==> config.mk <==
export PLATFORM = sky130hd
export DESIGN_NAME = mc_ctrl
export DESIGN_NICKNAME = d
export VERILOG_FILES = /design/src/rtl/mips_pkg.sv /design/src/rtl/mc_ctrl_dec.sv /design/src/rtl/mc_ctrl.sv
export SDC_FILE = /design/constraint.sdc
export NUM_CORES = 1
export LEC_CHECK = 0
export ABC_AREA = 1
export CAP_MARGIN = 20
export CORE_AREA = 2 2 68 103
export DETAILED_ROUTE_END_ITERATION = 16
export DIE_AREA = 0 0 70 105
export HOLD_SLACK_MARGIN = 0.02
export PLACE_DENSITY = 0.73
export SLEW_MARGIN = 20
export SYNTH_ARGS = -nofsm -noshare
export SYNTH_HDL_FRONTEND = slang
export SYNTH_HIERARCHICAL = 1
export SYNTH_SLANG_ARGS = --single-unit
export TNS_END_PERCENT = 10
==> constraint.sdc <==
create_clock -name clk -period 1.4 [get_ports clk]
set_input_delay 0.28 -clock clk [delete_from_list [all_inputs] [get_ports clk]]
set_output_delay 0.28 -clock clk [all_outputs]
set_load 0.005 [all_outputs]
==> src/rtl/mips_pkg.sv <==
// Shared definitions for the multicycle MIPS controller: state encoding,
// opcode constants and ALU operation codes.
package mips_pkg;

   typedef enum logic [3:0] {
      S_IDLE   = 4'd0,
      S_FETCH  = 4'd1,
      S_DECODE = 4'd2,
      S_MEMADR = 4'd3,
      S_MEMRD  = 4'd4,
      S_MEMWB  = 4'd5,
      S_MEMWR  = 4'd6,
      S_EXEC   = 4'd7,
      S_RWB    = 4'd8,
      S_BRANCH = 4'd9,
      S_JUMP   = 4'd10,
      S_IEXEC  = 4'd11,
      S_IWB    = 4'd12,
      S_HALT   = 4'd13
   } state_t;

   localparam logic [5:0] OP_RTYPE = 6'h00;
   localparam logic [5:0] OP_J     = 6'h02;
   localparam logic [5:0] OP_BEQ   = 6'h04;
   localparam logic [5:0] OP_BNE   = 6'h05;
   localparam logic [5:0] OP_ADDI  = 6'h08;
   localparam logic [5:0] OP_SLTI  = 6'h0A;
   localparam logic [5:0] OP_ANDI  = 6'h0C;
   localparam logic [5:0] OP_ORI   = 6'h0D;
   localparam logic [5:0] OP_LW    = 6'h23;
   localparam logic [5:0] OP_SW    = 6'h2B;

   localparam logic [3:0] ALU_ADD   = 4'd0;
   localparam logic [3:0] ALU_SUB   = 4'd1;
   localparam logic [3:0] ALU_RTYPE = 4'd2;
   localparam logic [3:0] ALU_AND   = 4'd3;
   localparam logic [3:0] ALU_OR    = 4'd4;
   localparam logic [3:0] ALU_SLT   = 4'd5;

   // Opcodes the datapath implements; HALT is handled separately because its
   // value is a parameter of the controller.
   function automatic logic op_known(input logic [5:0] op);
      return (op == OP_RTYPE) || (op == OP_J)    || (op == OP_BEQ)  ||
             (op == OP_BNE)   || (op == OP_ADDI) || (op == OP_SLTI) ||
             (op == OP_ANDI)  || (op == OP_ORI)  || (op == OP_LW)   ||
             (op == OP_SW);
   endfunction

   function automatic logic [3:0] imm_aluop(input logic [5:0] op);
      case (op)
         OP_ANDI: return ALU_AND;
         OP_ORI:  return ALU_OR;
         OP_SLTI: return ALU_SLT;
         default: return ALU_ADD;
      endcase
   endfunction

endpackage

==> src/rtl/mc_ctrl_dec.sv <==
// Combinational output decoder: current state (plus op and mem_rdy where a
// strobe depends on them) to datapath strobes and the illegal-opcode pulse.
module mc_ctrl_dec
   import mips_pkg::*;
#(
   parameter logic [5:0] HALT_OP = 6'h3F
) (
   input  state_t     state_i,
   input  logic [5:0] op_i,
   input  logic       mem_rdy_i,
   output logic       pc_wr_o,
   output logic       pc_wr_cond_o,
   output logic       i_or_d_o,
   output logic       ir_wr_o,
   output logic       mem_rd_o,
   output logic       mem_wr_o,
   output logic       mem_to_reg_o,
   output logic       reg_dst_o,
   output logic       reg_wr_o,
   output logic       alu_src_a_o,
   output logic [1:0] alu_src_b_o,
   output logic [1:0] pc_src_o,
   output logic [3:0] alu_op_o,
   output logic       branch_op_o,
   output logic       ill_op_o
);

   always_comb begin
      pc_wr_o      = 1'b0;
      pc_wr_cond_o = 1'b0;
      i_or_d_o     = 1'b0;
      ir_wr_o      = 1'b0;
      mem_rd_o     = 1'b0;
      mem_wr_o     = 1'b0;
      mem_to_reg_o = 1'b0;
      reg_dst_o    = 1'b0;
      reg_wr_o     = 1'b0;
      alu_src_a_o  = 1'b0;
      alu_src_b_o  = 2'b00;
      pc_src_o     = 2'b00;
      alu_op_o     = ALU_ADD;
      branch_op_o  = 1'b0;
      ill_op_o     = 1'b0;
      case (state_i)
         S_FETCH: begin
            mem_rd_o    = 1'b1;
            alu_src_b_o = 2'b01;
            ir_wr_o     = mem_rdy_i;
            pc_wr_o     = mem_rdy_i;
         end
         // The ALU adds PC+4 to the shifted immediate here so BRANCH has its target.
         S_DECODE: begin
            alu_src_b_o = 2'b11;
            ill_op_o    = !op_known(op_i) && (op_i != HALT_OP);
         end
         S_MEMADR: begin
            alu_src_a_o = 1'b1;
            alu_src_b_o = 2'b10;
         end
         S_MEMRD: begin
            mem_rd_o = 1'b1;
            i_or_d_o = 1'b1;
         end
         S_MEMWR: begin
            i_or_d_o = 1'b1;
            mem_wr_o = mem_rdy_i;
         end
         S_MEMWB: begin
            reg_wr_o     = 1'b1;
            mem_to_reg_o = 1'b1;
         end
         S_EXEC: begin
            alu_src_a_o = 1'b1;
            alu_op_o    = ALU_RTYPE;
         end
         S_RWB: begin
            reg_wr_o  = 1'b1;
            reg_dst_o = 1'b1;
         end
         S_IEXEC: begin
            alu_src_a_o = 1'b1;
            alu_src_b_o = 2'b10;
            alu_op_o    = imm_aluop(op_i);
         end
         S_IWB: begin
            reg_wr_o = 1'b1;
            alu_op_o = imm_aluop(op_i);
         end
         S_BRANCH: begin
            pc_wr_cond_o = 1'b1;
            alu_src_a_o  = 1'b1;
            alu_op_o     = ALU_SUB;
            pc_src_o     = 2'b01;
            branch_op_o  = op_i[0];
         end
         S_JUMP: begin
            pc_wr_o  = 1'b1;
            pc_src_o = 2'b10;
         end
         default: ;
      endcase
   end

endmodule

==> src/rtl/mc_ctrl.sv <==
// Multicycle MIPS control unit: state register, next-state logic and the
// retired-instruction counter; strobes come from mc_ctrl_dec.
module mc_ctrl
   import mips_pkg::*;
#(
   parameter logic [5:0] HALT_OP = 6'h3F,
   parameter int         CNT_W   = 32
) (
   input  logic             clk,
   input  logic             rst_n,
   input  logic [5:0]       op,
   input  logic             mem_rdy,
   output logic             PCWr,
   output logic             PCWrCond,
   output logic             IorD,
   output logic             IRWr,
   output logic             MemRd,
   output logic             MemWr,
   output logic             MemtoReg,
   output logic             RegDst,
   output logic             RegWr,
   output logic             ALUSrcA,
   output logic [1:0]       ALUSrcB,
   output logic [1:0]       PCSrc,
   output logic [3:0]       ALUOp,
   output logic             BranchOp,
   output logic             ill_op,
   output logic             halted,
   output logic [CNT_W-1:0] inst_cnt,
   output logic [3:0]       state
);

   state_t           state_q, state_d;
   logic [CNT_W-1:0] cnt_q, cnt_d;
   logic             retire;

   always_ff @(posedge clk or negedge rst_n) begin
      if (!rst_n) begin
         state_q <= S_IDLE;
         cnt_q   <= '0;
      end else begin
         state_q <= state_d;
         cnt_q   <= cnt_d;
      end
   end

   // retire marks the edge on which an instruction finishes and returns to FETCH.
   always_comb begin
      state_d = state_q;
      retire  = 1'b0;
      case (state_q)
         S_IDLE:  state_d = S_FETCH;
         S_FETCH: if (mem_rdy) state_d = S_DECODE;
         S_DECODE: begin
            if ((op == OP_LW) || (op == OP_SW))        state_d = S_MEMADR;
            else if (op == OP_RTYPE)                   state_d = S_EXEC;
            else if ((op == OP_BEQ) || (op == OP_BNE)) state_d = S_BRANCH;
            else if (op == OP_J)                       state_d = S_JUMP;
            else if ((op == OP_ADDI) || (op == OP_ANDI) ||
                     (op == OP_ORI)  || (op == OP_SLTI)) state_d = S_IEXEC;
            else if (op == HALT_OP)                    state_d = S_HALT;
            else                                       state_d = S_FETCH;
         end
         S_MEMADR: state_d = (op == OP_SW) ? S_MEMWR : S_MEMRD;
         S_MEMRD:  if (mem_rdy) state_d = S_MEMWB;
         S_MEMWR: begin
            if (mem_rdy) begin
               state_d = S_FETCH;
               retire  = 1'b1;
            end
         end
         S_EXEC:  state_d = S_RWB;
         S_IEXEC: state_d = S_IWB;
         S_MEMWB, S_RWB, S_IWB, S_BRANCH, S_JUMP: begin
            state_d = S_FETCH;
            retire  = 1'b1;
         end
         S_HALT:  state_d = S_HALT;
         default: state_d = S_IDLE;
      endcase
   end

   always_comb begin
      cnt_d = cnt_q;
      if (retire) cnt_d = cnt_q + {{(CNT_W-1){1'b0}}, 1'b1};
   end

   mc_ctrl_dec #(
      .HALT_OP (HALT_OP)
   ) u_dec (
      .state_i      (state_q),
      .op_i         (op),
      .mem_rdy_i    (mem_rdy),
      .pc_wr_o      (PCWr),
      .pc_wr_cond_o (PCWrCond),
      .i_or_d_o     (IorD),
      .ir_wr_o      (IRWr),
      .mem_rd_o     (MemRd),
      .mem_wr_o     (MemWr),
      .mem_to_reg_o (MemtoReg),
      .reg_dst_o    (RegDst),
      .reg_wr_o     (RegWr),
      .alu_src_a_o  (ALUSrcA),
      .alu_src_b_o  (ALUSrcB),
      .pc_src_o     (PCSrc),
      .alu_op_o     (ALUOp),
      .branch_op_o  (BranchOp),
      .ill_op_o     (ill_op)
   );

   assign halted   = (state_q == S_HALT);
   assign inst_cnt = cnt_q;
   assign state    = state_q;

endmodule

Word-level counts from Yosys, hierarchy flattened
Index checks and enable logic that the tools add are counted.
- register bits: 36
- input port bits: 9
- logic and storage cells: 86
- add/subtract/negate cells: 1
- equal/unequal tests: 27
- muxes and demuxes: 29
- reductions and logical operators: 27
- operator list (operator ; count):
    4-bit two-way mux ; 9
    4-bit case mux with 9 select lines ; 1
    32-bit by 1-bit adder with 32-bit output (second input constant) ; 1
    4-bit equality test (second input constant) ; 6
    6-bit by 4-bit equality test with 1-bit output (second input constant) ; 4
    6-bit equality test (second input constant) ; 3
    4-bit by 3-bit equality test with 1-bit output (second input constant) ; 4
    1-bit logical OR ; 14
    6-bit by 3-bit equality test with 1-bit output (second input constant) ; 2
    1-bit two-way mux ; 12
    4-bit case mux with 3 select lines ; 1
    3-bit case mux with 3 select lines ; 1
    4-bit by 2-bit equality test with 1-bit output (second input constant) ; 2
    2-bit OR reduction ; 4
    6-bit by 2-bit equality test with 1-bit output (second input constant) ; 1
    6-bit logical NOT ; 1
    2-bit != test (second input constant) ; 3
    6-bit != test (second input constant) ; 1
    2-bit case mux with 3 select lines ; 1
    6-bit OR reduction ; 1
    5-bit OR reduction ; 1
    4-bit by 1-bit equality test with 1-bit output (second input constant) ; 1
    4-bit logical NOT ; 1
    1-bit case mux with 2 select lines ; 2
    other kinds (7) ; 7

Longest topological paths before layout
Gate-level depths: netlist of the first run.
- depth after elaboration: 13
- mapped depth: 10
- depth with buffers taken out: 10

Hierarchy
Netlist of the first run, hierarchy kept.
- modules (own cells, without submodules) (module ; instances ; cells an instance ; area an instance (sq um) ; sequential area each (sq um)):
    mc_ctrl ; 1 ; 417 ; 2568.7 ; 900.9
    mc_ctrl_dec ; 1 ; 80 ; 329.1 ; 0.0

Worst setup path before layout of the first run
OpenSTA, ideal clock, no wires.
- path kind: register to register
- start point: register cnt_q[0] (netlist: inst_cnt[0])
- end point: register cnt_q[8] (netlist: inst_cnt[8])
- arrival: 1305 ps
- slack: -34 ps
- cell stages (with the launch flop): 9
- buffers on the path: 0
- clock period less this slack: 1434 ps
- cell sequence: dfrtp_1 -> ha_1 -> nand3_1 -> inv_1 -> nand2_1 -> inv_1 -> nor2_1 -> o21ai_0 -> o21ai_0
- word-level cells in the longest chain between the ends: 1
- RTL lines (item ; line ; RTL):
    start: declaration ; mc_ctrl.sv:34 ; logic [CNT_W-1:0] cnt_q, cnt_d;
    start signal: assignment ; mc_ctrl.sv:43 ; cnt_q <= cnt_d;
    32-bit by 1-bit adder with 32-bit output ; mc_ctrl.sv:85 ; if (retire) cnt_d = cnt_q + {{(CNT_W-1){1'b0}}, 1'b1};
No other way between the ends.
A chain may end at the register's enable or synchronous reset.

Worst setup path in the final report of the first run
- start point: register state_q[3] (netlist: state[3])
- end point: output BranchOp
- word-level cells in the longest chain between the ends: 2
- RTL lines (item ; line ; RTL):
    start: declaration ; mc_ctrl.sv:33 ; state_t state_q, state_d;
    start signal: assignment ; mc_ctrl.sv:42 ; state_q <= state_d;
    4-bit equality test ; mc_ctrl_dec.sv:44 ; case (state_i)
    1-bit two-way mux ; mc_ctrl_dec.sv:44 ;
    end: declaration ; mc_ctrl.sv:26 ; output logic BranchOp,
No other way between the ends.

==> impl_metrics.json, run 1 <==
{
  "status": "finished with violations",
  "failed_checks": "negative setup slack",
  "start_kind": "flip-flop",
  "antenna_cells": 0,
  "drt_iter0_drc": 216,
  "clk_path_buf_depth": 2,
  "path_max_fanout": 4,
  "portBuffers": 64,
  "worstRegToRegCells": 11,
  "num_vias": 3688,
  "synthesis.yosys.warnings": 6,
  "cp-end-kind": "output port",
  "syn_inst": 497,
  "syn2layout_area_growth_pct": 58.94,
  "route.detailed.drc": 0,
  "htree_num_levels": 2,
  "grt_pass1_vias": 3563,
  "vias_per_cell": 5.052,
  "finalMaxSlewViolations": 0,
  "powerDensity_mw_per_mm2": 1202,
  "final_common_cell": "nand2_1",
  "period_minus_slack_ps": 1790,
  "globalRouteTotalUtil_pct": 25.44,
  "clock_latency_ps": 290,
  "final_cell_area_mm2": 0.004606,
  "fmax_mhz": 558.6,
  "finalSetupViolCount": 57,
  "critPathKind": "flip-flop to output port",
  "pin_count": 66,
  "place_hpwl_um": 6895,
  "cts_tree": "built",
  "dp_slack_ps": -738.4,
  "routed_wl_um": 9707,
  "yosysUniqueCellTypes": 26,
  "overflow": 0,
  "worstPathArrival_ps": 1510,
  "cp.required_ps": 1120,
  "grt_max_degree": 37,
  "rsz0062_at_grt": "yes",
  "post-route-util_pct": 72.01,
  "layout_setup_ws_ps": -390.2,
  "rows": 36,
  "gp_congestion": 0.8880,
  "yosysSeqAreaShare_pct": 31.09,
  "finalCritPeriodShare_pct": 127.9,
  "cts.clk_slew.worst_paths_ps": 70,
  "fp.dieW_um": 70,
  "hold_viol_final": 0,
  "antenna_found_initial": 0,
  "synth_seq_cells": 36,
  "firstDrtPassIters": 4,
  "cts_buffers": 5,
  "hp-class": "input pin to async pin",
  "postRouteAntennaNets": 0,
  "drive_above_1_share_pct": 29.05,
  "yosys.area.top_type": "dfrtp_1",
  "die_h_um": 105,
  "synth.avg_cell_area_um2": 5.831,
  "final_cell_mix": "nand2_1 (213), nor2_1 (75), buf_4 (64)",
  "syn_area_mm2": 0.002898,
  "grt_pass1_wl_um": 15250,
  "power_mw": 5.537,
  "wl_per_cell_um": 13.30,
  "die-area_mm2": 0.007350,
  "syn_nets": 507,
  "cts_root_buffer": "clkbuf_8",
  "netlist.area_leader.share_pct": 31.09,
  "place_area_mm2": 0.004145,
  "drv_cap": 0,
  "layout.nets": 663,
  "skew_ps": 3.074,
  "p_leak_nw": 2.542,
  "ir_drop_mv": 1.019,
  "start_util_pct": 45.31,
  "core-area_mm2": 0.006396,
  "synthTopCellsByArea": "dfrtp_1 (31%), nand2_1 (30%), nor2_1 (11%)",
  "cts_sinks": 36
}
==> stage by stage <==
stage,TNS [ps],hold slack (ps),instances
after floorplan,0,-15.59,497
after global placement,-16150,260.1,700
after detailed placement,-17520,262.0,700
after CTS,-14660,487.3,717
after global routing,-19730,512.8,730
final,-15640,484.5,730
==> final timing paths <==
check                      slack (ps)                startpoint                        to
setup / recovery                 -390      state[3]$_DFFE_PN0P_                  BranchOp
hold / removal                    480                     rst_n  inst_cnt[17]$_DFFE_PN0P_
setup reg to reg                 -310      state[3]$_DFFE_PN0P_  inst_cnt[20]$_DFFE_PN0P_
hold reg to reg                   530  inst_cnt[31]$_DFFE_PN0P_  inst_cnt[31]$_DFFE_PN0P_
max in group asynchronous         710                     rst_n      state[1]$_DFFE_PN0P_
min in group clk                  530  inst_cnt[31]$_DFFE_PN0P_  inst_cnt[31]$_DFFE_PN0P_
==> cells in the mapped netlist <==
cell type and count:
nand2_1 228, nor2_1 86, inv_1 48, dfrtp_1 36, nand3_1 17, o21ai_0 17
nand3b_1 14, xor2_1 11, nor2_2 6, inv_2 5, a21oi_1 4, buf_4 4
buf_6 3, nand2_2 3, nand4_1 3, o22ai_1 2, buf_2 1, conb_1 1
ha_1 1, nand3_2 1, nor2_4 1, nor3_1 1, o21ai_1 1, o21bai_1 1
o31ai_1 1, xnor2_1 1
==> what timing repair did <==
| item | in CTS | in global routing |
|---|---|---|
| gates resized for setup | 176 | 51 |
| cloned | 0 | 3 |
| pin swaps | 16 | 9 |
| setup endpoints to repair | 91 | 65 |
| setup buffers | 8 | 10 |
| hold endpoints to repair | 36 | 0 |
| hold buffers | 1 | 0 |
==> layer usage <==
| metal | vias to the layer above | global-route usage, % | share of wire [%] |
|---|---|---|---|
| met1 | 1706 | 24.55 | 35 |
| met5 | - | 0 | 0 |
| li1 | 1834 | - | - |
| met4 | 0 | 11.95 | 3.9 |
| met3 | 27 | 3.086 | 4.4 |
| met2 | 121 | 51.22 | 57 |
==> sequential cells by signal (all words and copies together), names as in the netlist <==
name and flops:
state 4, inst_cnt 32
==> final cells by class <==
class / instances / area [um2]
Fill cell: 538 / 1790
Inverter: 53 / 211.5
Clock buffer: 6 / 82.58
Timing Repair Buffer: 157 / 1384
Sequential cell: 36 / 912.1
Tap cell: 76 / 95.09
Clock inverter: 2 / 10.01
Multi-Input combinational cell: 400 / 1911
==> critical path, cell delays in order, from the launching register on <==
cell	delay (ps)
dfrtp_2	440
buf_4	150
buf_12	110
nand2_8	60
inv_4	60
nand2_4	60
buf_6	120
nor2_1	100
buf_2	130
==> where the power goes <==
| group | total (mW) | leakage, nW | switching [mW] | internal [mW] |
|---|---|---|---|---|
| clock | 0.787 | 0.0510 | 0.394 | 0.393 |
| sequential | 1.32 | 0.478 | 0.156 | 1.17 |
| combinational | 3.43 | 2.01 | 1.68 | 1.75 |
| total | 5.54 | 2.54 | 2.23 | 3.31 |
==> logic make-up (layout without fill, tap and decap cells) <==
group | after synthesis | in the layout | share of synthesized area [%]
AO/OA/AOI/OAI | 26 | 26 | 4.749
XOR/XNOR | 12 | 12 | 3.627
adder cells (fa/ha/maj) | 1 | 1 | 0.4317
buffers and inverters | 61 | 218 | 9.240
flip-flops | 36 | 36 | 31.09
other | 1 | 1 | 0.1294
AND/OR/NAND/NOR | 360 | 360 | 50.73
(Power assumes the default switching activity.)
==> inputs of run 2 (changes only) <==
- CAP_MARGIN: 20 -> not set
- CORE_AREA: 2 2 68 103 -> 2 2 72 108
- DIE_AREA: 0 0 70 105 -> 0 0 74 110
- PLACE_DENSITY: 0.73 -> 0.67
- SLEW_MARGIN: 20 -> not set
==> run 2 against run 1 <==
  * The run still ends with negative setup slack left
  * Maximum frequency increased by 0.67%
  * Power down 15%
  * Die area rose by 11%
  * Sequential share of layout area is 1.4 points higher
  * Final cell count grew 0.82%
  * Register-to-register slack better by 80 ps
  * First-iteration DRC count is 30% lower
  * Wire length fell by 8.6%
  * Final area is 6.5% lower
  * Largest cell class unchanged
  * Highest routed layer unchanged
==> impl_metrics.json, run 2 (synthesis results as in run 1) <==
{
  "r2r_slack_ps": -230,
  "cp-end-kind": "output port",
  "ir_drop_mv": 0.4851,
  "cts_tree": "built",
  "post-route-util_pct": 59.99,
  "finalMaxSlewViolations": 0,
  "antenna_found_initial": 0,
  "antenna_cells": 0,
  "finalSetupViolCount": 57,
  "core-area_mm2": 0.007179,
  "final_common_cell": "nand2_1",
  "fmax_mhz": 562.3,
  "largest_reg_flops": 32,
  "place_area_mm2": 0.004118,
  "pin_count": 66,
  "hold_viol_final": 0,
  "die-area_mm2": 0.008140,
  "vias_per_cell": 4.698,
  "portBuffers": 64,
  "skew_ps": 6.352,
  "layout_setup_ws_ps": -378.3,
  "num_vias": 3458,
  "htree_num_levels": 2,
  "firstDrtPassIters": 4,
  "setup-tns-final_ps": -12400,
  "cts.clk_slew.worst_paths_ps": 70,
  "start_util_pct": 40.36,
  "cts_sinks": 36,
  "layout.nets": 646,
  "wl_per_cell_um": 12.06,
  "cpPeakStageDelay_ps": 450,
  "power_mw": 4.699,
  "period_minus_slack_ps": 1778,
  "cp.required_ps": 1120,
  "grt_pass1_vias": 3381,
  "clock_latency_ps": 300,
  "place_hpwl_um": 7046,
  "overflow": 0,
  "status": "finished with violations",
  "die_h_um": 110,
  "drive_above_1_share_pct": 23.11,
  "grt_max_degree": 37,
  "clk_path_buf_depth": 2,
  "worstPathArrival_ps": 1500,
  "rsz0062_at_grt": "yes",
  "finalCritPeriodShare_pct": 127.0,
  "final_cell_mix": "nand2_1 (222), nor2_1 (80), buf_4 (62)",
  "cts_buffers": 5,
  "start_kind": "flip-flop",
  "route.detailed.drc": 0,
  "fp.dieW_um": 74,
  "drt_iter0_drc": 152,
  "routed_wl_um": 8873,
  "powerDensity_mw_per_mm2": 1091,
  "path_max_fanout": 4,
  "syn2layout_area_growth_pct": 48.62,
  "path_cells": "buf_6 -> nor2_4 -> nand2_4 -> o22ai_2 -> buf_4 -> nand2_2 -> nand2_1 -> buf_2",
  "cts_root_buffer": "clkbuf_8",
  "cp_slowest_cell": "dfrtp_2",
  "grt_pass1_wl_um": 14760,
  "final_cell_area_mm2": 0.004307,
  "p_leak_nw": 2.406,
  "rows": 38,
  "critPathKind": "flip-flop to output port",
  "gp_congestion": 0.8974,
  "hp-class": "input pin to async pin",
  "postRouteAntennaNets": 0,
  "r2r-start": "state[1]$_DFFE_PN0P_",
  "dp_slack_ps": -777.4,
  "globalRouteTotalUtil_pct": 23.62,
  "failed_checks": "negative setup slack",
  "drv_cap": 0,
  "crit_start": "state[0]$_DFFE_PN0P_"
}
## run 2: cell types whose count changed in the layout (fill, tap and decap cells not counted), moves of 5 or more
| cell | delta |
|---|---|
| nor2_1 | +5 |
| inv_1 | +7 |
| nand2_2 | -5 |
| buf_6 | -10 |
| nand2_1 | +9 |
## run 2: worst max-delay path: cells and delay by family, from the launching register on
kind,cells,cell delay (ps)
AOI/OAI and AO/OA,1,110
buffers and inverters,3,380
DFF,1,450
and+or+nand+nor,4,260
## run 2: what timing repair did
action	CTS	global route
buffers inserted	9	1
resized for setup	150	19
endpoints found under the hold margin	36	0
pin swaps	16	6
setup endpoints to repair	92	64
hold buffers	1	0
cloned	0	0
## run 2: layout make-up
class / count / area, um2
inverter: 53 / 198.9
tap: 100 / 125.1
clock inverter: 1 / 5.005
timing repair buffer: 140 / 1174
sequential: 36 / 913.4
fill: 731 / 2873
multi-input combinational: 400 / 1818
clock buffer: 6 / 72.57
## run 2: metrics by stage
stage | hold WS, ps | cells
after global routing | 513.5 | 736
after floorplan | -15.59 | 497
after CTS | 468.4 | 735
final | 470.3 | 736
after detailed placement | 256.9 | 718
after global placement | 258.6 | 718
## run 2: metal layers
layer	wire [um]	vias to the layer above	share of wire (%)	track usage, %
met5	0	-	0	0
met4	321	0	3.6	11.56
met3	391	22	4.4	3.909
met2	4810	90	54	45.79
met1	3349	1551	38	23.39
li1	-	1795	-	-
## run 2: report_power, final
group          switching [mW]  internal [mW]
clock                   0.370          0.338
combinational            1.33           1.32
sequential              0.168           1.17
total                    1.87           2.83
## run 2: path summary, 6_finish.rpt
check / to / cells past startpoint
max reg2reg: inst_cnt[26]$_DFFE_PN0P_ / 11
min in group clk: inst_cnt[31]$_DFFE_PN0P_ / 2
min reg2reg: inst_cnt[31]$_DFFE_PN0P_ / 2
max in group asynchronous: inst_cnt[15]$_DFFE_PN0P_ / 3
min: inst_cnt[4]$_DFFE_PN0P_ / 3
max: ALUOp[0] / 8
